[src/rtl/cht_shift_sequencer.sv]
// Multi-cycle one-position shift sequencer with valid/ready command and result handshakes.
// Define CHT_SEQ_ROTATE_EN to rotate (the vacated bit takes the bit shifted out) instead of filling.
module cht_shift_sequencer #(
  parameter int WIDTH = 16,
  parameter int CNT_W = 5
) (
  input  logic             clk,
  input  logic             rst_n,
  input  logic             cmd_valid,
  output logic             cmd_ready,
  input  logic [WIDTH-1:0] cmd_data,
  input  logic             cmd_dir,
  input  logic [CNT_W-1:0] cmd_amt,
  input  logic             cmd_fill,
  input  logic             abort,
  output logic             res_valid,
  input  logic             res_ready,
  output logic [WIDTH-1:0] res_data,
  output logic             busy,
  output logic             sel_hold,
  output logic             sel_dir
);

  typedef enum logic [1:0] {
    IDLE  = 2'b00,
    SHIFT = 2'b01,
    DONE  = 2'b10
  } state_e;

  state_e           state_q;
  logic [WIDTH-1:0] data_q;
  logic [WIDTH-1:0] data_d;
  logic [CNT_W-1:0] cnt_q;
  logic             dir_q;
  logic             fill_q;
  logic             in_left;
  logic             in_right;

  // Bit entering the vacated position: LSB side on a left shift, MSB side on a right shift.
  always_comb begin
`ifdef CHT_SEQ_ROTATE_EN
    in_left  = data_q[WIDTH-1];
    in_right = data_q[0];
`else
    in_left  = fill_q;
    in_right = fill_q;
`endif
    data_d = dir_q ? {in_right, data_q[WIDTH-1:1]} : {data_q[WIDTH-2:0], in_left};
  end

  // NOTE: all state is updated with non-blocking assignments so every register sees
  // pre-edge values of the others (cnt_q == 1 test and data shift in the same edge).
  always_ff @(posedge clk) begin
    if (!rst_n) begin
      state_q <= IDLE;
      data_q  <= '0;
      cnt_q   <= '0;
      dir_q   <= 1'b0;
      fill_q  <= 1'b0;
    end else if (abort) begin
      // In IDLE this also blocks a simultaneous command.
      state_q <= IDLE;
    end else begin
      case (state_q)
        IDLE: begin
          if (cmd_valid) begin
            data_q  <= cmd_data;
            cnt_q   <= cmd_amt;
            dir_q   <= cmd_dir;
            fill_q  <= cmd_fill;
            state_q <= (cmd_amt == '0) ? DONE : SHIFT;
          end
        end
        SHIFT: begin
          data_q <= data_d;
          cnt_q  <= cnt_q - 1'b1;
          if (cnt_q == CNT_W'(1)) state_q <= DONE;
        end
        DONE: begin
          if (res_ready) state_q <= IDLE;
        end
        default: state_q <= IDLE;
      endcase
    end
  end

  // Outputs decode directly from registered state, so they change only on clock edges.
  assign cmd_ready = (state_q == IDLE);
  assign res_valid = (state_q == DONE);
  assign busy      = (state_q != IDLE);
  assign sel_hold  = (state_q != SHIFT);
  assign sel_dir   = dir_q;
  assign res_data  = data_q;

endmodule

[config.mk]
export PLATFORM = sky130hd
export DESIGN_NAME = cht_shift_sequencer
export DESIGN_NICKNAME = d
export VERILOG_FILES = /design/src/rtl/cht_shift_sequencer.sv
export SDC_FILE = /design/constraint.sdc
export NUM_CORES = 1
export LEC_CHECK = 0
export CAP_MARGIN = 0
export CORE_ASPECT_RATIO = 1.4
export CORE_MARGIN = 2
export CORE_UTILIZATION = 48
export DETAILED_ROUTE_END_ITERATION = 8
export HOLD_SLACK_MARGIN = 0.1
export PLACE_DENSITY = 0.82
export SYNTH_ARGS = -nofsm -noshare
export SYNTH_HDL_FRONTEND = slang
export SYNTH_SLANG_ARGS = --single-unit
[constraint.sdc]
create_clock -name clk -period 1.9 [get_ports clk]
set_input_delay 0.38 -clock clk [delete_from_list [all_inputs] [get_ports clk]]
set_output_delay 0.38 -clock clk [all_outputs]
set_load 0.01 [all_outputs]
==> results of run 1 <==
## report_power, final
group	total, mW	switching (mW)	internal [mW]
Combinational	0.316	0.144	0.172
Clock	0.234	0.152	0.0821
Sequential	0.595	0.0373	0.558
Total	1.15	0.334	0.812
## layout make-up
class                           count  area share, %
Clock buffer                        4           1.38
Inverter                            6           1.32
Multi-Input combinational cell    129           40.6
Sequential cell                    25           26.6
Tap cell                           36           2.37
Timing Repair Buffer               54           27.7
## through the flow
stage	std cells	setup slack [ps]
after global placement	249	186
after CTS	254	5.84
after floorplan	170	599
after global routing	254	41.6
final	254	85.7
after detailed placement	249	75.0
## tightest hold or removal path, stage by stage, from the launching register on
cell and delay [ps]:
dfxtp_1 350, nand2_1 50, o21ai_1 50
## cell usage in the layout (no fill, tap or decap), types with 2 or more instances in the layout
master / instances
mux2i_1: 18
o21ai_0: 15
inv_1: 5
nor3_1: 5
o21ai_1: 5
a21oi_1: 19
ha_1: 2
nor2_1: 23
buf_4: 6
dlygate4sd2_1: 2
clkdlybuf4s50_1: 45
dfxtp_1: 23
clkbuf_4: 3
nand2_1: 20
a22oi_1: 2
nand2b_1: 3
## state kept, by name (all words and copies together), names as in the netlist
register,flops
cnt_q,5
fill_q,1
res_data,16
sel_dir,1
state_q,2
## per-layer routing
layer | part of all wire, % | up-vias
li1 | - | 684
met1 | 38 | 623
met2 | 56 | 55
met3 | 4.9 | 4
met4 | 0.91 | 0
met5 | 0 | -
## worst min path at each step
stage | start | end | slack (ps) | cells past startpoint
after floorplan | cnt_q[1]$_SDFFE_PN0P_ | cnt_q[1]$_SDFFE_PN0P_ | 460 | 2
after global placement | res_data[15]$_SDFFE_PN0P_ | res_data[15]$_SDFFE_PN0P_ | 450 | 2
after detailed placement | res_data[15]$_SDFFE_PN0P_ | res_data[15]$_SDFFE_PN0P_ | 460 | 2
final | res_data[15]$_SDFFE_PN0P_ | res_data[15]$_SDFFE_PN0P_ | 480 | 2
after CTS | res_data[15]$_SDFFE_PN0P_ | res_data[15]$_SDFFE_PN0P_ | 480 | 2
after global routing | res_data[15]$_SDFFE_PN0P_ | res_data[15]$_SDFFE_PN0P_ | 510 | 2
## cells by family after synthesis
| group | share of synthesized area (%) |
|---|---|
| mux | 13.2 |
| flops | 36.7 |
| buf+inv | 6.79 |
| fa+ha+maj | 1.83 |
| simple gates | 20.7 |
| compound gates | 20.7 |
## repair_timing
action	4_1_cts	5_1_grt
pin swaps	0	0
hold endpoints to repair	0	0
buffers inserted	1	0
resized for setup	5	1
setup endpoints to repair	4	1
==> results.toml, run 1 <==
[run_status]
outcome = "completed"

[grt]
grt-ovfl-total = 0
use_met2_pct = 46.4
met3_usage_pct = 3.59
busiest_layer = "met2"
antenna_found_initial = 0
grt_max_degree = 33
grt_use_met1_pct = 24.4
grt_pass1_vias = 1286
grt_first_pass_wirelength_um = 5930
grt_usage_pct = 23.5

[cells_and_area]
multi_input_area_um2 = 771
regArea_um2 = 505
fin_util_pct = 71.1
fillCellCount = 222
diodes = 0
nets = 249
drive_above_1_share_pct = 8.26
area_growth_pct = 39.2
design_area_um2 = 1900

[detailed_routing]
drt_pre_antenna_iters = 5
routed_wl_um = 3620
vias = 1366
drtAntennaViolNets = 0
post_drt_via_cell_ratio = 5.38
wl_per_cell_um = 14.3
drcViolationCount = 0
dr.first_iter.drc_count = 44

[sta]
max_freq_ghz = 0.551
finalClockSkew_ps = 6.20
hold_viol_final = 0
tightest_slew_ps = 413
post-route-period-util_pct = 95.5
relSlewSlack_pct = 72.1
maxSlewViolCount = 0
setup_tns_ps = 0
period_needed_ps = 1810
finalSetupViolCount = 0
rsz0062_at_grt = "false"
holdWs_ps = 479

[placed_design]
placedInstanceArea_um2 = 1860
dp_hpwl_um = 2830
port_buffers = 48
gp_congestion = 0.841

[synthesis]
syn-cell-area_um2 = 1360
synthTopCellsByArea = "dfxtp_1 (37%), mux2i_1 (13%), a21oi_1 (7.0%)"
syn_inst = 170
yosys_most_used_dff = "dfxtp_1"
synth.distinct_cells = 33
yosysMostFrequentCell = "dfxtp_1"
synth_top_cell_by_area = "dfxtp_1"
yosysTopAreaCellShare_pct = 36.7
synth-edff-count = 0
synthTopCellsByCount = "dfxtp_1 (25), nor2_1 (23), nand2_1 (20), a21oi_1 (19), mux2i_1 (18)"
postSynth.asyncResetShare_pct = 0
syn_nets = 200
ys_warn_count = 0
ys_seq_elements = 25
syn_avg_cell_area_um2 = 8.02
ys_seq_area_share_pct = 36.7

[run]
drv_cap = 0

[worst_setup_path]
crit_end = "busy"
slowest_delay_ps = 480
path_class = "register to output port"
path_cells = "or2_1, clkdlybuf4s50_1"
crit_start = "state_q[1]$_SDFFE_PP0P_"
rr_worst_depth = 6
cp.buffers_inverters = 1
rr_startpoint = "state_q[0]$_SDFFE_PP0P_"
crit_cells = 2
r2r_end = "res_data[5]$_SDFFE_PN0P_"
crit_path_end_kind = "output port"
crit_path_max_fanout = 5
cp-start-kind = "register"
cp.arrival_ps = 1430
crit_family = "buffers and inverters"
critPathSlowestCell = "clkdlybuf4s50_1"
r2r_setup_slack_ps = 510
cp_data_required_time_ps = 1520

[cts]
cts_buffers = 3
ctsHtreeMaxLevel = 1
clock_latency_ps = 310
clkTransAtPathRegs_ps = 130
tritoncts = "built"
holdBufCountCts = 0
clock-sinks = 25
cts_buffer_depth = 2
cts-root-buf = "clkbuf_4"

[pwr]
power_mw = 1.15
p_leak_nw = 0.665
vdd_drop_max_mv = 0.418
power-per-cell-area_nw_per_um2 = 603

[floorplan]
die_area_um2 = 3290
initial_utilization_pct = 51.1
fp.dieW_um = 49.1
core_area_um2 = 2670
fp.dieH_um = 67.1
rows = 22
io_pins = 49

[worst_hold_path]
min_path_type = "register to register"
Power figures use the tool's default switching activity.
==> run 2, diff against run 1 <==
--- a/config.mk
+++ b/config.mk
@@ -12,6 +12,7 @@
 export DETAILED_ROUTE_END_ITERATION = 8
 export HOLD_SLACK_MARGIN = 0.1
 export PLACE_DENSITY = 0.82
+export SLEW_MARGIN = 20
 export SYNTH_ARGS = -nofsm -noshare
 export SYNTH_HDL_FRONTEND = slang
 export SYNTH_SLANG_ARGS = --single-unit
==> results of run 2 <==
Same layout as run 1: the final DEF is identical, and so are final timing and power.
